## src/rtl/l4_host_queue.sv

```systemverilog
// l4_host_queue: host-side command and result FIFOs between the PCI target logic and the L4 control FSM.
// Both FIFOs are register arrays with wrapping pointers and a registered occupancy count.
module l4_host_queue #(
    parameter int ABITS  = 4,
    parameter int DWIDTH = 32
) (
    input  logic              clk,
    input  logic              reset,
    input  logic              host_wr,
    input  logic [DWIDTH-1:0] host_wdata,
    output logic              host_cmd_full,
    input  logic              host_rd,
    output logic [DWIDTH-1:0] host_rdata,
    output logic              host_rd_valid,
    output logic              host_res_empty,
    input  logic              flush,
    input  logic              err_clr,
    output logic [ABITS:0]    cmd_count,
    output logic [ABITS:0]    res_count,
    output logic [3:0]        err_flags,
    output logic              cmd_empty,
    output logic [DWIDTH-1:0] cmd_in,
    input  logic              cmd_rd,
    output logic              result_full,
    input  logic [DWIDTH-1:0] result_out,
    input  logic              result_wr
);

    localparam int DEPTH = 1 << ABITS;
    localparam logic [ABITS:0] FULL_CNT = {1'b1, {ABITS{1'b0}}};

    logic [DWIDTH-1:0] cmd_mem [DEPTH];
    logic [ABITS-1:0]  cmd_wrptr;
    logic [ABITS-1:0]  cmd_rdptr;
    logic [ABITS:0]    cmd_cnt;
    logic              cmd_push;
    logic              cmd_pop;

    logic [DWIDTH-1:0] res_mem [DEPTH];
    logic [ABITS-1:0]  res_wrptr;
    logic [ABITS-1:0]  res_rdptr;
    logic [ABITS:0]    res_cnt;
    logic              res_push;
    logic              res_pop;

    logic [3:0]        new_err;

    // Flags come from the registered counts; strobes are qualified against them and a flush kills all of them.
    assign cmd_empty      = (cmd_cnt == '0);
    assign host_cmd_full  = (cmd_cnt == FULL_CNT);
    assign host_res_empty = (res_cnt == '0);
    assign result_full    = (res_cnt == FULL_CNT);
    assign cmd_count      = cmd_cnt;
    assign res_count      = res_cnt;

    assign cmd_push = host_wr   & ~host_cmd_full  & ~flush;
    assign cmd_pop  = cmd_rd    & ~cmd_empty      & ~flush;
    assign res_push = result_wr & ~result_full    & ~flush;
    assign res_pop  = host_rd   & ~host_res_empty & ~flush;

    assign cmd_in = cmd_empty ? '0 : cmd_mem[cmd_rdptr];

    assign new_err = flush ? 4'b0000 :
                     {result_wr & result_full, host_rd & host_res_empty,
                      host_wr & host_cmd_full, cmd_rd & cmd_empty};

    always_ff @(posedge clk) begin
        if (cmd_push) begin
            cmd_mem[cmd_wrptr] <= host_wdata;
        end
        if (res_push) begin
            res_mem[res_wrptr] <= result_out;
        end
    end

    always_ff @(posedge clk) begin
        if (reset || flush) begin
            cmd_wrptr <= '0;
            cmd_rdptr <= '0;
            cmd_cnt   <= '0;
        end else begin
            if (cmd_push) begin
                cmd_wrptr <= cmd_wrptr + 1'b1;
            end
            if (cmd_pop) begin
                cmd_rdptr <= cmd_rdptr + 1'b1;
            end
            case ({cmd_push, cmd_pop})
                2'b10:   cmd_cnt <= cmd_cnt + 1'b1;
                2'b01:   cmd_cnt <= cmd_cnt - 1'b1;
                default: cmd_cnt <= cmd_cnt;
            endcase
        end
    end

    always_ff @(posedge clk) begin
        if (reset || flush) begin
            res_wrptr <= '0;
            res_rdptr <= '0;
            res_cnt   <= '0;
        end else begin
            if (res_push) begin
                res_wrptr <= res_wrptr + 1'b1;
            end
            if (res_pop) begin
                res_rdptr <= res_rdptr + 1'b1;
            end
            case ({res_push, res_pop})
                2'b10:   res_cnt <= res_cnt + 1'b1;
                2'b01:   res_cnt <= res_cnt - 1'b1;
                default: res_cnt <= res_cnt;
            endcase
        end
    end

    // host_rdata is held across flushes; only an accepted pop replaces it.
    always_ff @(posedge clk) begin
        if (reset) begin
            host_rdata    <= '0;
            host_rd_valid <= 1'b0;
        end else begin
            host_rd_valid <= res_pop;
            if (res_pop) begin
                host_rdata <= res_mem[res_rdptr];
            end
        end
    end

    always_ff @(posedge clk) begin
        if (reset) begin
            err_flags <= 4'b0000;
        end else begin
            err_flags <= (err_clr ? 4'b0000 : err_flags) | new_err;
        end
    end

endmodule

```

## config.mk

```make
export PLATFORM = sky130hd
export DESIGN_NAME = l4_host_queue
export DESIGN_NICKNAME = d
export VERILOG_FILES = /design/src/rtl/l4_host_queue.sv
export SDC_FILE = /design/constraint.sdc
export NUM_CORES = 1
export LEC_CHECK = 0
export CAP_MARGIN = 25
export CELL_PAD_IN_SITES_DETAIL_PLACEMENT = 0
export CELL_PAD_IN_SITES_GLOBAL_PLACEMENT = 1
export CORE_MARGIN = 2
export CORE_UTILIZATION = 54
export CTS_CLUSTER_DIAMETER = 30
export CTS_CLUSTER_SIZE = 20
export DETAILED_ROUTE_END_ITERATION = 10
export GPL_TIMING_DRIVEN = 0
export PLACE_DENSITY_LB_ADDON = 0.1
export SYNTH_ARGS = -nofsm -noshare
export SYNTH_HDL_FRONTEND = slang
export SYNTH_SLANG_ARGS = --single-unit
```

## constraint.sdc

```tcl
create_clock -name clk -period 5.7 [get_ports clk]
set_input_delay 1.14 -clock clk [delete_from_list [all_inputs] [get_ports clk]]
set_output_delay 1.14 -clock clk [all_outputs]
set_load 0.01 [all_outputs]
```

Word level (Yosys, flattened, before mapping):

Memory sizes are Yosys's and may differ from the RTL's. A register that Yosys moved wholly into a read port is not among the register bits.
Index checks and enable logic that the tools add are counted.
Widths: inputs -> output; s select.

* reductions and logical operators: 5
* bitwise gates (word level): 18
* $add $sub $neg: 8
* equality and inequality tests: 6
* muxes and demuxes: 11

Operators with widths (number)
* $mux 32: 1
* $pmux 5 s2: 2
* $add 4x1->4 const B: 4
* $mux 4: 4
* $and 1x1->1: 12
* $add 5x1->5 const B: 2
* $eq 5x5->1 const B: 2
* $logic_not 5->1: 2
* $sub 5x1->5 const B: 2
* $not 1->1: 5
* $eq 2x1->1 const B: 2
* $eq 2x2->1 const B: 2
* $mux 1: 4
* $or 4x4->4: 1
* $reduce_bool 2->1: 2
* $logic_or 1x1->1: 1

* logic and storage cells: 58
* bits in registers: 31
* input bits: 72
* RAM bits: 1024
* output and inout bits: 83
* memories: 2

Memory list
* cmd_mem: depth 16, bits a word 32, rd ports 1, clocked after Yosys merged registers in 1, write ports 1, line 32 `logic [DWIDTH-1:0] cmd_mem [DEPTH];`
* res_mem: depth 16, bits a word 32, rd ports 1, clocked after Yosys merged registers in 1, write ports 1, line 39 `logic [DWIDTH-1:0] res_mem [DEPTH];`

Longest topological paths before layout:

Gate-level depths: netlist of the first run.

* depth in word-level cells: 6
* depth in mapped cells: 13
* depth with buffers taken out: 10

Worst setup path after synthesis of the first run:

No wires, ideal clock.

* path kind: input-to-reg
* from: in flush
* to: mem cmd_mem[0][0], enable pin
* stages on the path: 5
* setup time: 0.461 ns
* path buffers: 1
* data required time: 5.239 ns
* slack: 1.034 ns
* data arrival time: 4.205 ns
* cells stage by stage: clkbuf_1 > nand2b_1 > a21oi_1 > nand2_1 > nor3_1

* longest elaborated chain between the ends: 4

Ends and longest elaborated chain
* from (decl): line 16 `input logic flush,`
* $not 1->1: line 56 `assign cmd_push = host_wr & ~host_cmd_full & ~flush;`
* $and 1x1->1: line 56
* $mux 1: line 68 `if (cmd_push) begin`
* $mux 1 (not written as such): line 69 `cmd_mem[cmd_wrptr] <= host_wdata;`
* to (decl): line 32

Every way passes these cells.

Worst setup path after layout of the first run:

* from: reg cmd_cnt[2] (netlist: cmd_count[2])
* to: out cmd_in[20]

* longest elaborated chain between the ends: 2

Ends and longest elaborated chain
* from (decl): line 35 `logic [ABITS:0] cmd_cnt;`
* from (signal assigned): line 89 `2'b10: cmd_cnt <= cmd_cnt + 1'b1;`
* from (signal assigned): line 90 `2'b01: cmd_cnt <= cmd_cnt - 1'b1;`
* from (signal assigned): line 91 `default: cmd_cnt <= cmd_cnt;`
* $logic_not 5->1: line 49 `assign cmd_empty = (cmd_cnt == '0);`
* $mux 32: line 61 `assign cmd_in = cmd_empty ? '0 : cmd_mem[cmd_rdptr];`
* to (decl): line 22 `output logic [DWIDTH-1:0] cmd_in,`

Every way passes these cells.

==> key figures, run 1 <==
Run status
  • Status: complete, no violations

Timing
  • Hold WS: 497 ps
  • Final hold violation count: 0
  • Setup violations, final: 0
  • Worst slew margin: 28.0%
  • Max frequency: 0.190 GHz
  • Final Critical Period: 5260 ps
  • RSZ-0062 raised after global routing: no
  • Pin slew with the least headroom to its limit: 1080 ps
  • Setup Skew: 40.4 ps
  • Tcrit/Tclk final: 92.3%
  • Pins Over Slew Limit: 0

Finish
  • Fin nets: 2,378
  • Share of cells above drive strength 1: 30.6%
  • Area delta synth->final: 25.6%

Synth
  • Synth async-reset ratio: 0%
  • Most numerous cell in the Yosys netlist: edfxtp_1
  • Count of cell types in the netlist: 54
  • Post-synthesis sequential area ratio: 77.0%
  • Simple-gate share of the synthesized area: 1.65%
  • Syn Inst Count: 1,886
  • Main synth FF type: edfxtp_1
  • Post-synth EDFFs: 1,024
  • Post-synthesis mux area share: 17.2%
  • Post-synthesis xor/xnor area fraction: 0.336%
  • Syn Std Cell Area: 41,700 um2
  • Synth Area in Compound Gates: 1.97%
  • Main combinational cell family by area after synthesis: multiplexers
  • Top post-synthesis cells by count: 1,024 x edfxtp_1, 256 x mux4_2, 104 x mux2i_1
  • Synth Area in Adders: 0.558%
  • Syn Area/Cell: 22.1 um2
  • FF+latch count, synth: 1,091
  • Synth Warn #: 0
  • Syn nets: 1,976
  • Synth top area cells: edfxtp_1 74%, mux4_2 14%, dfxtp_1 3.2%, mux2i_1 2.5%, mux2_2 0.86%
  • Cell accounting for the most synthesized area: edfxtp_1
  • Share of the synthesized area in the top cell type: 73.8%

GRT
  • Antenna violations before repair: 8
  • First-pass GRT wire length: 142,000 um
  • Largest net degree at the start of global routing: 23
  • Total track usage: 25.0%
  • Number of global-route vias before repair: 21,900
  • Total gr overflow: 0

Pwr
  • Power Density: 394 nW/um2
  • Static Leak: 16.6 nW
  • Peak VDD IR: 0.334 mV
  • Total power: 20.6 mW

Critical path
  • CP max FO: 10
  • CP top delay family: buffers and inverters
  • Startpoint types: flip-flop
  • CP arrival: 4120 ps
  • Bufs and invs on worst path: 3
  • R2R Setup Slk: 2540 ps
  • Critical Path Sink Type: primary output
  • Largest stage delay on the critical path: 680 ps
  • Critical setup path kind: reg -> out
  • Critical Path, Cell by Cell: or4_1, buf_2, o21ai_1, clkbuf_1, o22ai_1, clkdlybuf4s50_1
  • Crit-path slowest cell: o21ai_1
  • WP data required: 4560 ps

Place
  • GPL Wtd Cong: 0.748
  • Port Buffers: 154
  • DP Wirelength: 59,500 um

Detailed routing
  • Vias per cell: 5.93
  • Drt total wl: 96,400 um
  • First-iteration detailed-routing DRC count: 1,892
  • TritonRoute pass-1 iters: 6
  • Routed WL per cell: 27.7 um
  • Vias: 20,700
  • Antenna Violating Nets Remaining: 0
  • Post-route DRC: 0

Clock network
  • Root Buffer: clkbuf_16
  • CTS tree: built
  • Post-CTS Setup Bufs: 0
  • Clk_lat worst skew: 760 ps
  • Cts hold-fix bufs: 0
  • CTS H-tree depth: 4
  • CTS max path bufs: 3
  • Total CTS buffers: 188
  • Clock-pin slew on the worst setup and hold paths: 50 ps
  • CTS Sinks: 1,091
  • CTS resizes: 0

Floorplan
  • Die area: 79,400 um2
  • Die Ht: 282 um
  • Starting density of the core: 54.7%
  • Core Rows: 101
  • Ports: 155
  • Die span in x: 282 um
  • Core area: 76,200 um2

Hold path
  • Hold WC Path Type: reg -> reg

Job
  • Max-cap violations: 0
-- kinds of logic after synthesis --
family / Yosys count
compound gates: 102
buf+inv: 116
mux: 392
xor+xnor: 16
fa+ha+maj: 18
flops: 1091
simple gates: 151
-- sequential cells by signal, summed over array words and instances (netlist names), named ones only --
| name | count |
|---|---|
| cmd_wrptr | 4 |
| cmd_rdptr | 4 |
| err_flags | 4 |
| cmd_count | 5 |
| host_rd_valid | 1 |
| res_count | 5 |
| host_rdata | 32 |
| res_rdptr | 4 |
| res_wrptr | 4 |
| cmd_mem | 512 |
| res_mem | 512 |
-- path summary, 6_finish.rpt --
path                 startpoint             to  depth (start not counted)
hold reg to reg   host_rdata[0]  host_rdata[0]                          1
setup / recovery   cmd_count[2]     cmd_in[20]                          6
setup reg to reg   cmd_count[2]   cmd_count[4]                         12
hold / removal    host_rdata[0]  host_rdata[0]                          1
-- layout make-up --
class,instances,area [um2]
sequential,1091,32100
fill,4827,23900
multi-input combinational,679,9270
clock buffer,203,4840
timing repair buffer,212,2450
clock inverter,151,1850
tap,1030,1290
buffer,104,504
inverter,12,45.0
antenna,4,10.0
-- where the power goes --
group | internal, mW | switching, mW
clock | 7.45 | 4.03
sequential | 8.81 | 0.0117
combinational | 0.135 | 0.206
-- placed cells by master, fill, tap and decap left out, types with 5 or more instances in the layout --
cell             instances
edfxtp_1              1024
mux4_2                 256
clkbuf_16              190
clkdlybuf4s50_1        154
mux2i_1                104
nor2_1                  67
dfxtp_1                 67
clkbuf_1                56
buf_6                   33
buf_2                   32
o22ai_1                 32
mux2_2                  32
a221o_1                 32
clkinv_2                31
bufinv_16               27
clkinv_1                27
nor2_4                  25
clkinvlp_4              25
clkinv_4                20
buf_12                  19
ha_1                    17
nand2_1                 14
buf_4                   11
inv_1                   11
buf_1                   11
xor2_1                  10
clkinv_16               10
nor3_2                   8
inv_6                    8
nand2b_1                 7
a21oi_1                  6
xnor2_1                  6
nor2b_1                  5
o211ai_1                 5
nand3_1                  5
buf_16                   5
-- worst reg2reg max path: cells and delay by family (launching register included) --
kind                       cells  cell delay (ps)
AOI/OAI and AO/OA              3              580
muxes                          1              220
and+or+nand+nor                2              840
xor gates and xnor gates       1              180
buffers and inverters          3              450
DFF                            1              390
adders and majority gates      2              440
-- metrics by stage --
| step | setup WS, ps | setup TNS [ps] | instances | util, % | instance area, um2 |
|---|---|---|---|---|---|
| after floorplan | 1030 | 0 | 1886 | - | 41700 |
| after global placement | -2750 | -927070 | 3070 | 58.4 | 44500 |
| after detailed placement | 1090 | 0 | 3127 | 59.9 | 45600 |
| after CTS | 392 | 0 | 3481 | 68.7 | 52300 |
| after global routing | 316 | 0 | 3484 | 68.7 | 52300 |
| final | 439 | 0 | 3486 | 68.7 | 52400 |
-- metal layers --
layer,wire length (um),global-route usage [%],vias up
li1,-,-,8784
met1,38100,32.3,11000
met2,50600,42.8,737
met3,5570,5.15,172
met4,2160,8.21,10
met5,58,0,-
Power figures use the tool's default switching activity.
==> inputs of run 2 (changes only) <==
--- a/config.mk
+++ b/config.mk
@@ -15,6 +15,7 @@
 export DETAILED_ROUTE_END_ITERATION = 10
 export GPL_TIMING_DRIVEN = 0
 export PLACE_DENSITY_LB_ADDON = 0.1
+export REMOVE_ABC_BUFFERS = 1
 export SYNTH_ARGS = -nofsm -noshare
 export SYNTH_HDL_FRONTEND = slang
 export SYNTH_SLANG_ARGS = --single-unit
==> constraint.sdc (replaced) <==
create_clock -name clk -period 5.7 [get_ports clk]
set_input_delay 1.14 -clock clk [delete_from_list [all_inputs] [get_ports clk]]
set_output_delay 1.14 -clock clk [all_outputs]
set_load 0.1 [all_outputs]
==> run 2 against run 1 <==
Via count fell by 5.1%. Sequential cell count did not move. Non-clock buffer count down 74. Clock power down 5%. Utilization is 0.36 points lower. Register-to-register slack better by 60 ps. Sequential share of layout area rose by 0.37 points. Final area fell by 0.52%. Die area did not move. Clock-buffer cell count up 5. Sequential power about the same.
==> key figures, run 2 (synthesis gave the netlist of run 1 again) <==
Finish
  • Area delta synth->final: 24.9%
  • Fin nets: 2,293
  • Most common cell after layout, fill and taps aside: edfxtp_1
  • Post-route cell area: 52,100 um2
  • Final core occ: 68.3%
  • Share of cells above drive strength 1: 29.9%
  • Largest regs: cmd_mem: 512 flops, res_mem: 512 flops, host_rdata: 32 flops
  • Most frequent cells in the layout: 1,024 x edfxtp_1, 256 x mux4_2, 178 x clkbuf_16

GRT
  • Largest net degree at the start of global routing: 61
  • Total gr overflow: 0
  • Number of global-route vias before repair: 21,400
  • First-pass GRT wire length: 133,000 um
  • Total track usage: 23.3%
  • Antenna violations before repair: 8

Place
  • Port Buffers: 154
  • DP Wirelength: 53,700 um
  • Setup WS pre-CTS: 1190 ps
  • Dpl cell area: 45,800 um2
  • GPL Wtd Cong: 0.727

Timing
  • Final hold violation count: 0
  • Setup ws final: 431 ps
  • Setup TNS: 0 ps
  • Pin slew with the least headroom to its limit: 1090 ps
  • RSZ-0062 raised after global routing: no
  • Final Critical Period: 5270 ps
  • Setup Skew: 19.5 ps
  • Pins Over Slew Limit: 0
  • Max frequency: 0.190 GHz
  • Worst slew margin: 27.1%
  • Setup violations, final: 0
  • Tcrit/Tclk final: 92.4%

Detailed routing
  • Antenna Violating Nets Remaining: 0
  • TritonRoute pass-1 iters: 5
  • Routed WL per cell: 26.5 um
  • First-iteration detailed-routing DRC count: 1,356
  • Vias: 19,600
  • Drt total wl: 89,700 um
  • Vias per cell: 5.79
  • Post-route DRC: 0

Pwr
  • Clock network power share: 54.0%
  • Power Density: 386 nW/um2
  • Net Sw Frac: 20.1%
  • Static Leak: 16.4 nW
  • Reg power frac: 43.8%
  • Total power: 20.1 mW
  • Peak VDD IR: 0.308 mV
  • Internal power: 16.1 mW
  • Comb power frac: 2.1%
  • P_sw: 4.05 mW

Clock network
  • Clock-pin slew on the worst setup and hold paths: 50 ps
  • Clk_lat worst skew: 740 ps
  • CTS max path bufs: 3
  • CTS Sinks: 1,091
  • CTS tree: built
  • CTS H-tree depth: 4
  • CTS resizes: 0
  • Post-CTS Setup Bufs: 0
  • Cts hold-fix bufs: 0
  • Total CTS buffers: 177
  • Root Buffer: clkbuf_16

Critical path
  • Critical Path Sink Type: primary output
  • CP max FO: 20
  • Largest stage delay on the critical path: 1070 ps
  • Startpoint types: flip-flop
  • Crit-path slowest cell: clkdlybuf4s50_1
  • Bufs and invs on worst path: 1
  • Critical Path, Cell by Cell: or4_1, o21ai_4, o22ai_1, clkdlybuf4s50_1
  • Critical setup path kind: reg -> out
  • CP top delay family: compound AO/OA/AOI/OAI gates
  • CP arrival: 4130 ps
  • WP data required: 4560 ps
  • R2R Setup Slk: 2600 ps

Job
  • Max-cap violations: 0

Floorplan
  • Ports: 155
  • Starting density of the core: 54.7%
  • Core Rows: 101
  • Die Ht: 282 um
  • Die span in x: 282 um
  • Die area: 79,400 um2
  • Core area: 76,200 um2

Run status
  • Status: complete, no violations

Hold path
  • Hold WC Path Type: reg -> reg
[run 2: final timing paths]
| kind | from | end | cells after the start |
|---|---|---|---|
| setup / recovery | cmd_count[2] | cmd_in[2] | 4 |
| setup reg to reg | res_count[0] | res_count[4] | 9 |
| hold / removal | host_rdata[31] | host_rdata[31] | 1 |
| hold reg to reg | host_rdata[31] | host_rdata[31] | 1 |
[run 2: final cells by class]
class,instances,area [um2]
antenna,2,5.00
clock buffer,208,4630
clock inverter,125,1560
fill,4743,24100
inverter,12,45.0
multi-input combinational,679,9280
sequential,1091,32100
tap,1030,1290
timing repair buffer,242,3160
[run 2: stage by stage]
stage | hold slack (ps) | instances
detailed placement | 471 | 3052
CTS | 492 | 3385
global placement | 469 | 2966
finish | 487 | 3389
global route | 501 | 3388
floorplan | 495 | 1782
[run 2: power groups by stage]
stage / registers, mW / clock network (mW) / logic (mW)
floorplan: 9.01 / 0 / 0.164
detailed placement: 8.97 / 0 / 0.426
finish: 8.81 / 10.9 / 0.425
CTS: 8.81 / 11.0 / 0.427
global placement: 8.98 / 0 / 0.387
global route: 8.81 / 11.4 / 0.454
[run 2: layer usage]
layer	routed length (um)	global-route usage, %	vias to the layer above	part of all wire, %
met4	2040	7.91	12	2.3
met2	48500	41.2	492	54
li1	-	-	8631	-
met5	78	0	-	0.087
met1	34600	28.5	10300	39
met3	4470	5.13	158	5.0
